<file path="src/rtl/map_compose_pkg.sv">
// Shared game parameters for the tile-map compositor: tile id constants,
// fog settings, map stride and the pass FSM encoding.
package map_compose_pkg;

    localparam logic [15:0] RS_EMPTY = 16'h0000;
    localparam logic [15:0] RS_WALL  = 16'h0001;
    localparam logic [15:0] RS_FOG   = 16'h00FF;

    localparam logic [15:0] FOG_TILE   = RS_FOG;
    localparam int          FOG_RADIUS = 3;

    localparam int MAP_SHIFT_DEF = 8;
    localparam int MAP_STRIDE    = 1 << MAP_SHIFT_DEF;

    typedef enum logic [2:0] {
        ST_IDLE  = 3'd0,
        ST_FETCH = 3'd1,
        ST_WAIT  = 3'd2,
        ST_EMIT  = 3'd3,
        ST_DONE  = 3'd4
    } map_state_e;

    // Unsigned distance between two grid coordinates.
    function automatic logic [3:0] abs_diff4(input logic [3:0] a, input logic [3:0] b);
        return (a >= b) ? (a - b) : (b - a);
    endfunction

endpackage

</file>
<file path="src/rtl/map_overlay_sel.sv">
// Combinational entity overlay: the lowest enabled slot whose position equals
// the current cell supplies the tile id.
module map_overlay_sel
    import map_compose_pkg::*;
#(
    parameter int N_ENT = 4,
    parameter int ID_W  = 16,
    parameter int MAP_W = 13,
    parameter int MAP_H = 13
) (
    input  logic [N_ENT-1:0]      en_i,
    input  logic [N_ENT*4-1:0]    x_i,
    input  logic [N_ENT*4-1:0]    y_i,
    input  logic [N_ENT*ID_W-1:0] tile_i,
    input  logic [3:0]            gx_i,
    input  logic [3:0]            gy_i,
    output logic                  hit_o,
    output logic [ID_W-1:0]       tile_o
);

    logic [N_ENT-1:0] match_s;

    // Slots parked outside the grid can never match a cell.
    for (genvar i = 0; i < N_ENT; i++) begin : g_match
        assign match_s[i] = en_i[i]
                          && ({1'b0, x_i[4*i +: 4]} < 5'(MAP_W))
                          && ({1'b0, y_i[4*i +: 4]} < 5'(MAP_H))
                          && (x_i[4*i +: 4] == gx_i)
                          && (y_i[4*i +: 4] == gy_i);
    end

    assign hit_o = |match_s;

    // Scan from the highest slot down so the lowest matching slot is written last.
    always_comb begin
        tile_o = '0;
        for (int i = N_ENT - 1; i >= 0; i--) begin
            tile_o = match_s[i] ? tile_i[ID_W*i +: ID_W] : tile_o;
        end
    end

endmodule

</file>
<file path="src/rtl/map_compose.sv">
// Tile-map compositor: raster walk of the map, BRAM fetch, entity overlay and
// valid/ready hand-off to the blitter. Optional fog of war under MAP_FOG_EN.
module map_compose
    import map_compose_pkg::*;
#(
    parameter int MAP_W     = 13,
    parameter int MAP_H     = 13,
    parameter int N_ENT     = 4,
    parameter int ID_W      = 16,
    parameter int MAP_ID_W  = 16,
    parameter int ADDR_W    = 19,
    parameter int MAP_SHIFT = MAP_SHIFT_DEF
) (
    input  logic                  clk,
    input  logic                  rst,
    input  logic                  start,
    input  logic [MAP_ID_W-1:0]   map_id,
    input  logic [N_ENT-1:0]      ent_en,
    input  logic [N_ENT*4-1:0]    ent_x,
    input  logic [N_ENT*4-1:0]    ent_y,
    input  logic [N_ENT*ID_W-1:0] ent_tile,
    input  logic [3:0]            fog_cx,
    input  logic [3:0]            fog_cy,
    output logic                  busy,
    output logic                  done,
    output logic [ADDR_W-1:0]     map_addr,
    output logic                  map_rd,
    input  logic [ID_W-1:0]       map_data,
    output logic                  tile_valid,
    input  logic                  tile_ready,
    output logic [ID_W-1:0]       tile_id,
    output logic [3:0]            tile_gx,
    output logic [3:0]            tile_gy
);

    localparam int SUM_W = MAP_ID_W + MAP_SHIFT + 10;

    map_state_e              state_q;
    logic                    busy_q, done_q, map_rd_q, tile_valid_q;
    logic [ADDR_W-1:0]       map_addr_q;
    logic [ID_W-1:0]         tile_id_q;
    logic [3:0]              tile_gx_q, tile_gy_q;
    logic [3:0]              gx_q, gy_q;
    logic [MAP_ID_W-1:0]     map_id_q;
    logic [N_ENT-1:0]        ent_en_q;
    logic [N_ENT*4-1:0]      ent_x_q, ent_y_q;
    logic [N_ENT*ID_W-1:0]   ent_tile_q;

    logic [3:0]              gx_d, gy_d;
    logic                    last_cell_s;
    logic                    ovl_hit_s;
    logic [ID_W-1:0]         ovl_tile_s;
    logic [ID_W-1:0]         pre_tile_s;
    logic [ID_W-1:0]         res_tile_s;

    function automatic logic [ADDR_W-1:0] cell_addr(input logic [MAP_ID_W-1:0] mid,
                                                    input logic [3:0] cx,
                                                    input logic [3:0] cy);
        logic [SUM_W-1:0] sum;
        sum = (SUM_W'(mid) << MAP_SHIFT) + SUM_W'(cy) * SUM_W'(MAP_W) + SUM_W'(cx);
        return ADDR_W'(sum);
    endfunction

    // Next raster position and end-of-pass detection.
    always_comb begin
        last_cell_s = (gx_q == 4'(MAP_W - 1)) && (gy_q == 4'(MAP_H - 1));
        if (gx_q == 4'(MAP_W - 1)) begin
            gx_d = 4'd0;
            gy_d = gy_q + 4'd1;
        end else begin
            gx_d = gx_q + 4'd1;
            gy_d = gy_q;
        end
    end

    map_overlay_sel #(
        .N_ENT (N_ENT),
        .ID_W  (ID_W),
        .MAP_W (MAP_W),
        .MAP_H (MAP_H)
    ) u_overlay (
        .en_i   (ent_en_q),
        .x_i    (ent_x_q),
        .y_i    (ent_y_q),
        .tile_i (ent_tile_q),
        .gx_i   (gx_q),
        .gy_i   (gy_q),
        .hit_o  (ovl_hit_s),
        .tile_o (ovl_tile_s)
    );

    assign pre_tile_s = ovl_hit_s ? ovl_tile_s : map_data;

`ifdef MAP_FOG_EN
    logic [3:0] fog_cx_q, fog_cy_q;
    logic [3:0] fog_dx_s, fog_dy_s, fog_dmax_s;
    logic       fog_far_s;

    // Fog centre is frozen for the whole pass, like the entity table.
    always_ff @(posedge clk) begin
        if (rst) begin
            fog_cx_q <= 4'd0;
            fog_cy_q <= 4'd0;
        end else if (state_q == ST_IDLE && start) begin
            fog_cx_q <= fog_cx;
            fog_cy_q <= fog_cy;
        end
    end

    assign fog_dx_s   = abs_diff4(gx_q, fog_cx_q);
    assign fog_dy_s   = abs_diff4(gy_q, fog_cy_q);
    assign fog_dmax_s = (fog_dx_s > fog_dy_s) ? fog_dx_s : fog_dy_s;
    assign fog_far_s  = fog_dmax_s > 4'(FOG_RADIUS);
    // Fog is applied after overlay so entities in the dark stay hidden.
    assign res_tile_s = fog_far_s ? ID_W'(FOG_TILE) : pre_tile_s;
`else
    logic unused_fog_s;
    assign unused_fog_s = ^{fog_cx, fog_cy};
    assign res_tile_s   = pre_tile_s;
`endif

    // Pass sequencer; every output is a register updated on state entry.
    always_ff @(posedge clk) begin
        if (rst) begin
            state_q      <= ST_IDLE;
            busy_q       <= 1'b0;
            done_q       <= 1'b0;
            map_rd_q     <= 1'b0;
            tile_valid_q <= 1'b0;
            map_addr_q   <= '0;
            tile_id_q    <= '0;
            tile_gx_q    <= 4'd0;
            tile_gy_q    <= 4'd0;
            gx_q         <= 4'd0;
            gy_q         <= 4'd0;
            map_id_q     <= '0;
            ent_en_q     <= '0;
            ent_x_q      <= '0;
            ent_y_q      <= '0;
            ent_tile_q   <= '0;
        end else begin
            case (state_q)
                ST_IDLE: begin
                    if (start) begin
                        map_id_q   <= map_id;
                        ent_en_q   <= ent_en;
                        ent_x_q    <= ent_x;
                        ent_y_q    <= ent_y;
                        ent_tile_q <= ent_tile;
                        gx_q       <= 4'd0;
                        gy_q       <= 4'd0;
                        map_addr_q <= cell_addr(map_id, 4'd0, 4'd0);
                        map_rd_q   <= 1'b1;
                        busy_q     <= 1'b1;
                        state_q    <= ST_FETCH;
                    end
                end
                ST_FETCH: begin
                    map_rd_q <= 1'b0;
                    state_q  <= ST_WAIT;
                end
                ST_WAIT: begin
                    tile_id_q    <= res_tile_s;
                    tile_gx_q    <= gx_q;
                    tile_gy_q    <= gy_q;
                    tile_valid_q <= 1'b1;
                    state_q      <= ST_EMIT;
                end
                ST_EMIT: begin
                    if (tile_ready) begin
                        tile_valid_q <= 1'b0;
                        if (last_cell_s) begin
                            done_q  <= 1'b1;
                            state_q <= ST_DONE;
                        end else begin
                            gx_q       <= gx_d;
                            gy_q       <= gy_d;
                            map_addr_q <= cell_addr(map_id_q, gx_d, gy_d);
                            map_rd_q   <= 1'b1;
                            state_q    <= ST_FETCH;
                        end
                    end
                end
                ST_DONE: begin
                    done_q  <= 1'b0;
                    busy_q  <= 1'b0;
                    state_q <= ST_IDLE;
                end
                default: begin
                    state_q      <= ST_IDLE;
                    busy_q       <= 1'b0;
                    done_q       <= 1'b0;
                    map_rd_q     <= 1'b0;
                    tile_valid_q <= 1'b0;
                end
            endcase
        end
    end

    assign busy       = busy_q;
    assign done       = done_q;
    assign map_addr   = map_addr_q;
    assign map_rd     = map_rd_q;
    assign tile_valid = tile_valid_q;
    assign tile_id    = tile_id_q;
    assign tile_gx    = tile_gx_q;
    assign tile_gy    = tile_gy_q;

endmodule

</file>
<file path="config.mk">
export PLATFORM = sky130hd
export DESIGN_NAME = map_compose
export DESIGN_NICKNAME = d
export VERILOG_FILES = /design/src/rtl/map_compose_pkg.sv /design/src/rtl/map_overlay_sel.sv /design/src/rtl/map_compose.sv
export SDC_FILE = /design/constraint.sdc
export NUM_CORES = 1
export LEC_CHECK = 0
export CORE_AREA = 2 2 105 209
export DETAILED_ROUTE_END_ITERATION = 12
export DIE_AREA = 0 0 107 211
export PLACE_DENSITY = 0.67
export REMOVE_ABC_BUFFERS = 1
export SLEW_MARGIN = 20
export SYNTH_ARGS = -nofsm -noshare
export SYNTH_HDL_FRONTEND = slang
export SYNTH_SLANG_ARGS = --single-unit
export TNS_END_PERCENT = 100
</file>
<file path="constraint.sdc">
create_clock -name clk -period 5.35 [get_ports clk]
set_input_delay 1.605 -clock clk [delete_from_list [all_inputs] [get_ports clk]]
set_output_delay 1.605 -clock clk [all_outputs]
set_load 0.02 [all_outputs]
</file>
# == Yosys cells after proc, flatten, opt, wreduce, memory -nomap -nowiden ==
# Cells that the tools add are included.
# word_totals
inputBits,144
wordCells,114
output_inout_bits,47
regBits,169
# classes
add_sub_neg,4
reduce_logical,31
n_mul,1
n_mux,32
n_bitwise,4
magnitude_cmp,8
eq_ne,18
# ops
operator,count
two-way mux 16 bit,5
two-way mux 19 bit,3
case mux 19 bit (2 select lines),1
== test 4 bit,8
< comparator 4 bit (second input constant),8
two-way mux 4 bit,7
adder 19 x 4 -> 19 bit,1
adder 19 x 8 -> 19 bit,1
logical AND 1 bit,17
case mux 4 bit (2 select lines),2
case mux 3 bit (4 select lines),1
two-way mux 3 bit,3
OR reduction 3 bit,3
adder 4 x 1 -> 4 bit (second input constant),2
== test 4 bit (second input constant),2
multiplier 4 x 4 -> 8 bit (second input constant),1
!= test 2 bit (second input constant),4
AND reduction 2 bit,4
AND reduction 4 bit,2
== test 3 x 2 -> 1 bit (second input constant),2
two-way mux 1 bit,6
case mux 1 bit (3 select lines),2
NOT 1 bit,4
case mux 1 bit (2 select lines),2
other kinds (7),7

# == Logic depth before layout (Yosys ltp) ==
# Gate-level depths: netlist of the first run.
# depth
depth_word,10
ltp_mapped,18
depth_no_buf,16

# == Modules after synthesis ==
# From an unflattened synthesis of the first run, not the netlist that was laid out.
# hier_totals
hier_cells,1063
hier_area_um2,8358.0
# modules_own_cells
mod,cells_each,n_inst,area_each_um2
map_compose,881,1,7139.3
map_overlay_sel,182,1,1218.7

# == Least setup slack after synthesis of the first run ==
# Ideal clock, no wire load.
# synth_timing
path_type,register -> register
startpoint,register gx_q[0]
endpoint,register map_addr_q[9] (netlist: map_addr[9])
period_less_slack_ns,4.086
setup_slack_ns,1.264
stages_incl_launch_ff,17
arrival_ns,4.015
required_time_ns,5.279
setup_time_ns,0.071
n_path_buf,2
cell_sequence,dfxtp_1 buf_2 inv_1 ha_1 and3_1 clkbuf_1 o21ai_0 ha_1 xnor2_1 fa_1 ha_1 a21o_1 a21oi_1 o21a_1 or3_1 a311o_1 a21oi_1
# synth_between
elab_chain_len,8
elab_cells_between_ends,13
cone_classes,3 x add/sub; 1 x mul; 2 x eq/ne; 5 x mux; 2 x reduce/logical
# synth_rtl
item,line_no,rtl
"start, declared",map_compose.sv:43,"logic [3:0] gx_q, gy_q;"
"start signal, assigned",map_compose.sv:176,gx_q <= gx_d;
== test 4 bit,"map_compose.sv:66, map_compose.sv:67",
two-way mux 4 bit,map_compose.sv:67,if (gx_q == 4'(MAP_W - 1)) begin
multiplier 4 x 4 -> 8 bit,map_compose.sv:60,sum = (SUM_W'(mid) << MAP_SHIFT) + SUM_W'(cy) * SUM_W'(MAP_W) + SUM_W'(cx);
adder 19 x 8 -> 19 bit,map_compose.sv:60,
adder 19 x 4 -> 19 bit,map_compose.sv:60,
two-way mux 19 bit,map_compose.sv:172,if (last_cell_s) begin
two-way mux 19 bit,map_compose.sv:170,if (tile_ready) begin
case mux 19 bit (2 select lines),map_compose.sv:142,case (state_q)
"end signal, assigned",map_compose.sv:152,"map_addr_q <= cell_addr(map_id, 4'd0, 4'd0);"
"end signal, assigned",map_compose.sv:178,"map_addr_q <= cell_addr(map_id_q, gx_d, gy_d);"
"end, declared",map_compose.sv:40,logic [ADDR_W-1:0] map_addr_q;
# Parallel ways exist; a longest one is shown, timed or not. The select of a mux whose other input is x is not followed.
# A chain may end at the register's enable or synchronous reset.

# == Worst setup path in the final report of the first run ==
# layout_timing
startpoint,register gx_q[0]
endpoint,register map_addr_q[8] (netlist: map_addr[8])
# The elaborated chain is that of the path after synthesis.

==> impl_results.rst, run 1 <==
.. list-table::
   :header-rows: 1

   * - Metric
     - Value
   * - Result of the run
     - completed
   * - Routed wirelength normalized by instance count
     - 16.9 microns
   * - Uppermost signal routing layer after detailed routing
     - met4
   * - Count of hold-fix buffers inserted at cts
     - 0
   * - Power per cell area
     - 289 nW/um^2
   * - Wire length of the first global-routing pass
     - 38300 microns
   * - Final Net Count
     - 1323
   * - Maximum fanout along the worst path
     - 12
   * - # diodes
     - 0
   * - CTS Buf Count
     - 17
   * - Met1 Routed Length
     - approximately 9000 microns
   * - Met3 layer wire length in the routed design
     - around 1000 microns
   * - VDD IR max
     - 0.159 mV
   * - Total standard cell area after synthesis
     - 8250 sq um
   * - Number of flip-flops and latches in the synthesized netlist
     - between 150 and 200
   * - Clock period minus final worst setup slack
     - approximately 4.6 ns
   * - Count of yosys warnings during synthesis
     - 0
   * - Clock insertion delay at the later pin of the skew report
     - 0.42 ns
   * - Layout Cell Area excl Fill
     - 10700 sq um
   * - Number of port buffers
     - around 180
   * - Fraction of the yosys area taken by sequential cells
     - 41.0%
   * - Tightest Hold Check Type
     - reg -> reg
   * - Fraction of synthesis flops using an asynchronous set or reset pin
     - 0%
   * - Share of final-layout standard cells stronger than drive strength 1
     - between 7 and 8%
   * - Wire length on met2
     - between 10000 and 15000 microns
   * - Initial core utilization
     - 39.4%
   * - Main area contributors after synthesis
     - sky130_fd_sc_hd__dfxtp_1, sky130_fd_sc_hd__nand2_1, sky130_fd_sc_hd__a21oi_1
   * - DRT Wirelength
     - 24300 microns
   * - Area overhead of the layout relative to synthesis
     - 29.4%
   * - # Post-CTS Setup Buffers
     - 0
   * - Maximum capacitance violations
     - 0
   * - Synthesized netlist cell count
     - between 1000 and 1500
   * - Number of synthesized flops with an enable pin
     - 0
   * - Clock tree from TritonCTS
     - yes
   * - Clock tree skew after final layout
     - roughly 0.0068 ns
   * - # rows
     - 75
   * - Total Routing Usage GR
     - 21.5%
   * - CP endpoint kind
     - register
   * - Final Wtd Congestion
     - 0.811
   * - Top-area cell type share of the netlist area
     - around two fifths
   * - Clock slew at the register clock pins of the worst setup and hold paths
     - 0.07 ns
   * - Resize count post-CTS
     - 0
   * - WS Path Type
     - reg -> reg
   * - Die outline width
     - 107 microns
   * - Initial antenna violation count
     - 0
   * - Final Cycle Share
     - approximately 86%
   * - Synthesized area divided by synthesized cell count
     - 8.05 sq um
   * - Boundary pin count
     - 191
   * - Highest Clock Rate
     - 218 MHz
   * - Worst rel slew slack
     - 22.1%
   * - Startpoint Class
     - register
   * - Detailed-route DRC error count
     - 0
   * - Number of filler instances in the final layout
     - 1988
   * - Unrepaired setup endpoints after global routing
     - no
   * - Hold violation count in the final report
     - 0
   * - Total Power
     - between 3 and 4 mW
   * - Most instantiated flip-flop cell in the synthesis netlist
     - sky130_fd_sc_hd__dfxtp_1
   * - Number of slew-limit violations in the final report
     - 0
   * - Critical Path RT
     - 5.67 ns
   * - Drt via density
     - 5.33
   * - Worst-margin pin slew
     - 1.16 ns
   * - Total clock sinks
     - 169
   * - Cell taking the most area after synthesis
     - sky130_fd_sc_hd__dfxtp_1
   * - Post-detailed-placement cell area
     - around 10000 sq um
   * - Final Setup Violations
     - 0
   * - Buffer depth of the longest clock path
     - 2
   * - Cell at the root of the clock tree
     - sky130_fd_sc_hd__clkbuf_16
   * - Vias in the first global route
     - 7757
   * - Static Leakage
     - 3.83 nW
   * - HPWL after detailed placement
     - around 17000 microns
   * - Area enclosed by the die boundary
     - ~23000 sq um
   * - First-pass detailed-route iteration total
     - 5
   * - Pin count of the biggest net entering global routing
     - 167
   * - Area of the placeable core
     - around 21000 sq um
   * - Arrival @ worst endpoint
     - 4.92 ns
   * - Floorplan die height
     - 211 microns
   * - Remaining global-route overflow
     - 0
   * - Maximum level of the CTS H-tree
     - 4
   * - Number of nets with antenna violations after detailed routing
     - 0
   * - Starting DRC count in detailed routing
     - 416
   * - Number of library cell types mapped by synthesis
     - 62
   * - Total number of vias
     - 7660
## final cells by class
type	instances	area, sq um	share of cell area, %
clock buffer	19	443	4.15
clock inverter	13	123	1.15
inverter	13	53.8	0.504
multi-input combinational	763	4440	41.6
sequential	169	3380	31.7
tap	269	337	3.15
timing repair buffer	191	1900	17.8
## power by group
part	internal, mW	leakage [nW]	switching [mW]	total [mW]
combinational	0.232	2.18	0.283	0.514
clock	0.657	0.266	0.527	1.18
sequential	1.34	1.38	0.0547	1.39
## flip-flops by register name (all words and copies together), names as in the netlist, 11 cells and up
signal and flops:
ent_x_q 16, tile_id 16, map_id_q 11, map_addr 19, ent_tile_q 64, ent_y_q 16
## critical path: stages, from the launching register on
cell and delay [ns]:
sky130_fd_sc_hd__dfxtp_1 0.71, sky130_fd_sc_hd__inv_1 0.14, sky130_fd_sc_hd__ha_1 0.26, sky130_fd_sc_hd__and3_1 0.30, sky130_fd_sc_hd__nand4_1 0.15, sky130_fd_sc_hd__xor2_1 0.37
sky130_fd_sc_hd__inv_1 0.09, sky130_fd_sc_hd__ha_1 0.30, sky130_fd_sc_hd__ha_1 0.29, sky130_fd_sc_hd__ha_1 0.29, sky130_fd_sc_hd__ha_1 0.36, sky130_fd_sc_hd__nand2_1 0.11
sky130_fd_sc_hd__o211ai_1 0.40, sky130_fd_sc_hd__o311ai_0 0.30, sky130_fd_sc_hd__xor2_1 0.20, sky130_fd_sc_hd__o41ai_1 0.23
## worst paths after layout
| path | slack, ns | from | to | cells past startpoint |
|---|---|---|---|---|
| min | 0.45 | ent_tile_q[48] | ent_tile_q[48] | 2 |
| max | 0.75 | gx_q[0] | map_addr[8] | 15 |
| min reg2reg | 0.45 | ent_tile_q[48] | ent_tile_q[48] | 2 |
| max reg2reg | 0.75 | gx_q[0] | map_addr[8] | 15 |
## per-layer routing
layer	vias up	track usage, %
met5	-	0
li1	3816	-
met4	0	9.40
met2	184	41.4
met3	40	3.46
met1	3620	22.4
## Yosys cell counts, drive strengths merged, types with 2 or more instances
cell type	number
a211oi	28
a21o	3
a21oi	144
a22oi	2
a311oi	3
a31oi	15
a41oi	2
and2	2
and3	5
and4	11
buf	19
clkbuf	61
dfxtp	169
fa	2
ha	22
inv	13
mux2	15
mux2i	2
nand2	272
nand3	17
nand4	6
nor2	45
nor2b	5
nor3	28
nor4	9
o211ai	5
o21a	3
o21ai	18
o21bai	15
o221ai	2
o311ai	3
o31ai	14
o41ai	9
or4	2
xnor2	27
xor2	15
## layout by cell type, fill, tap and decap left out, types with 10 or more instances in the layout
cell type and instances:
sky130_fd_sc_hd__ha_1 22, sky130_fd_sc_hd__inv_1 11, sky130_fd_sc_hd__a211oi_1 14, sky130_fd_sc_hd__nand2_1 272, sky130_fd_sc_hd__xor2_1 14, sky130_fd_sc_hd__xnor2_1 25
sky130_fd_sc_hd__clkdlybuf4s50_1 176, sky130_fd_sc_hd__o21ai_0 18, sky130_fd_sc_hd__buf_4 13, sky130_fd_sc_hd__o21bai_1 15, sky130_fd_sc_hd__a211oi_2 14, sky130_fd_sc_hd__dfxtp_1 169
sky130_fd_sc_hd__nor2_1 44, sky130_fd_sc_hd__and4_1 11, sky130_fd_sc_hd__a31oi_1 15, sky130_fd_sc_hd__nor3_1 28, sky130_fd_sc_hd__nand3_1 17, sky130_fd_sc_hd__mux2_2 10
sky130_fd_sc_hd__o31ai_1 14, sky130_fd_sc_hd__clkbuf_16 17, sky130_fd_sc_hd__a21oi_1 144
## metrics by stage
step	cells	worst slack, ns	hold WS [ns]	utilization (%)	TNS (ns)
after floorplan	945	-0.0262	0.425	-	-2.88
after global placement	1405	0.853	0.439	48.3	0
after detailed placement	1405	0.775	0.447	48.3	0
after CTS	1437	0.769	0.456	51.0	0
after global routing	1437	0.420	0.471	51.0	0
final	1437	0.752	0.452	51.0	0
## cell families after synthesis
logic type      share of synthesized area [%]
compound gates                           21.3
xor+xnor                                 4.73
fa+ha+maj                                3.82
buf+inv                                  5.38
flops                                    41.0
mux                                      2.29
simple gates                             21.5
Note: power is estimated with default switching activity, not from simulation.
==> inputs of run 2 (changes only) <==
--- a/config.mk
+++ b/config.mk
@@ -6,6 +6,7 @@
 export NUM_CORES = 1
 export LEC_CHECK = 0
 export CORE_AREA = 2 2 105 209
+export CTS_CLUSTER_SIZE = 20
 export DETAILED_ROUTE_END_ITERATION = 12
 export DIE_AREA = 0 0 107 211
 export PLACE_DENSITY = 0.67
==> results of run 2 <==
Same layout as run 1: the final DEF is identical, and so are final timing and power.
==> inputs of run 3 (changes only) <==
--- a/config.mk
+++ b/config.mk
@@ -9,6 +9,7 @@
 export CTS_CLUSTER_SIZE = 20
 export DETAILED_ROUTE_END_ITERATION = 12
 export DIE_AREA = 0 0 107 211
+export GPL_ROUTABILITY_DRIVEN = 0
 export PLACE_DENSITY = 0.67
 export REMOVE_ABC_BUFFERS = 1
 export SLEW_MARGIN = 20
==> results of run 3 <==
Same layout as run 1: the final DEF is identical, and so are final timing and power.
==> variant (settings of run 3) <==
Build with the macro `MAP_FOG_EN` defined.
--- a/src/rtl/map_compose.sv
+++ b/src/rtl/map_compose.sv
@@ -1,5 +1,7 @@
 // Tile-map compositor: raster walk of the map, BRAM fetch, entity overlay and
 // valid/ready hand-off to the blitter. Optional fog of war under MAP_FOG_EN.
+`define MAP_FOG_EN
+
 module map_compose
     import map_compose_pkg::*;
 #(
Formal check against the unedited RTL: not equivalent (Yosys sat finds a counterexample within 4 cycles, from zero or initial values and one cycle with rst high).
==> variant against run 3 <==
  * Synthesized cell count is 12% higher
  * Critical path type unchanged
  * Wire length rose by 8.8%
  * Setup slack got worse by 0.078 ns
  * Area after synthesis grew 10%
  * Sequential share of layout area is 1.2 points lower
  * Final cell count is 9.3% higher
  * Design area is 8.8% higher
  * Sequential cell count rose by 8
  * Power up 7.8%
  * Critical endpoint is now map_addr[15]$_SDFFE_PP0P_
  * Combinational power up 28%
  * Core utilization increased by 4.5 points
  * Die area stayed put
==> variant: results (changes against run 3) <==
[synthesis]
synth_compound_area_share_pct=20.15  ; was 21.25%
ys_seq_area_share_pct=38.92  ; was 40.99%
muxShareOfSynthArea_pct=1.113  ; was 2.289%
avgSynthCellArea_sq_um=7.938  ; was 8.053 sq um
synthXorXnorAreaFrac_pct=4.494  ; was 4.729%
synth_common_cells=nand2_1, dfxtp_1, a21oi_1  ; unchanged
synth_area_leaders=dfxtp_1, nand2_1, a21oi_1, ha_1, clkbuf_1  ; unchanged
synthAdderAreaFrac_pct=6.816  ; was 3.820%
synth.distinct_cells=79  ; was 62
yosysWarnings=0  ; unchanged

[global_routing]
grt_pass1_wl_mm=42.23  ; was 38.32 mm
grt_max_degree=90  ; was 167
grt_usage_pct=24.05  ; was 21.54%

[timing]
relSlewSlack_pct=34.56  ; was 22.06%
skew_ns=0.01035  ; was 0.006810 ns

[placement]
port-buffer-count=185  ; was 177
dp_slack_ns=0.7680  ; was 0.7752 ns
postPlaceCellArea_sq_um=11060  ; was 10120 sq um
dp_hpwl_mm=19.03  ; was 16.88 mm

[pwr]
p_per_area_nw_per_um2=286.8  ; was 289.3 nW/um^2
total_leakage_power_nw=4.487  ; was 3.827 nW
ir_drop_uv=198.4  ; was 159.1 uV
combPwrFrac_pct=19.8  ; was 16.6%
power.switching_w=0.0009669  ; was 0.0008645 W

[drt]
vias=8502  ; was 7660
post_drt_wl_per_cell_um=16.85  ; was 16.94 um
dr.pass1.iters=5  ; unchanged
drt-vias-per-instance=5.412  ; was 5.331
drtIter0Drc=452  ; was 416

[worst_setup_path]
critPathArrivalTime_ns=5.05  ; was 4.92 ns
crit_fanout=10  ; was 12

[worst_hold_path]
hp-class=flip-flop to flip-flop  ; unchanged

[finish]
drive_gt1_share_pct=5.453  ; was 7.192%
fin_nets=1479  ; was 1323
fillers=2046  ; was 1988

[run_status]
status=completed  ; unchanged

[cts]
cts_setup_buffers=0  ; unchanged

variant: routing by layer:
metal,global-route usage [%],vias up,part of all wire (%)
met3,5.184,58,5.1
met2,45.33,243,55
met1,24.24,3965,36
met4,12.27,0,4.0
li1,-,4236,-
met5,0,-,0
variant: path summary, 6_finish.rpt:
| kind | startpoint | to | slack (ns) | cells after the start |
|---|---|---|---|---|
| worst max-delay path | gx_q[1]$_SDFFE_PP0P_ | map_addr[15]$_SDFFE_PP0P_ | 0.67 | 17 |
| worst min-delay path | ent_tile_q[59]$_SDFFE_PP0P_ | ent_tile_q[59]$_SDFFE_PP0P_ | 0.45 | 2 |
| worst max register to register | gx_q[1]$_SDFFE_PP0P_ | map_addr[15]$_SDFFE_PP0P_ | 0.67 | 17 |
| worst min register to register | ent_tile_q[59]$_SDFFE_PP0P_ | ent_tile_q[59]$_SDFFE_PP0P_ | 0.45 | 2 |
variant: area by class of cell:
| class | count | area (sq um) | area share, % |
|---|---|---|---|
| multi-input cells | 858 | 5056 | 43.51 |
| flip-flops and latches | 177 | 3543 | 30.49 |
| repair buffers | 202 | 2002 | 17.23 |
| clock buffers | 20 | 446.7 | 3.844 |
| well taps | 269 | 336.6 | 2.897 |
| inverters | 33 | 125.1 | 1.077 |
| clock inverters | 12 | 110.1 | 0.9476 |
variant: worst max-delay path, stage by stage (launching register included):
cell	delay, ns
dfxtp_1	0.32
inv_1	0.16
ha_1	0.20
and3_1	0.36
nand4_1	0.16
xor2_1	0.39
inv_1	0.10
ha_1	0.31
ha_1	0.30
ha_1	0.31
ha_1	0.34
or2_2	0.13
nand2_1	0.06
o21ai_0	0.47
nand4_1	0.20
xor2_1	0.17
a2111oi_0	0.46
a31o_2	0.17
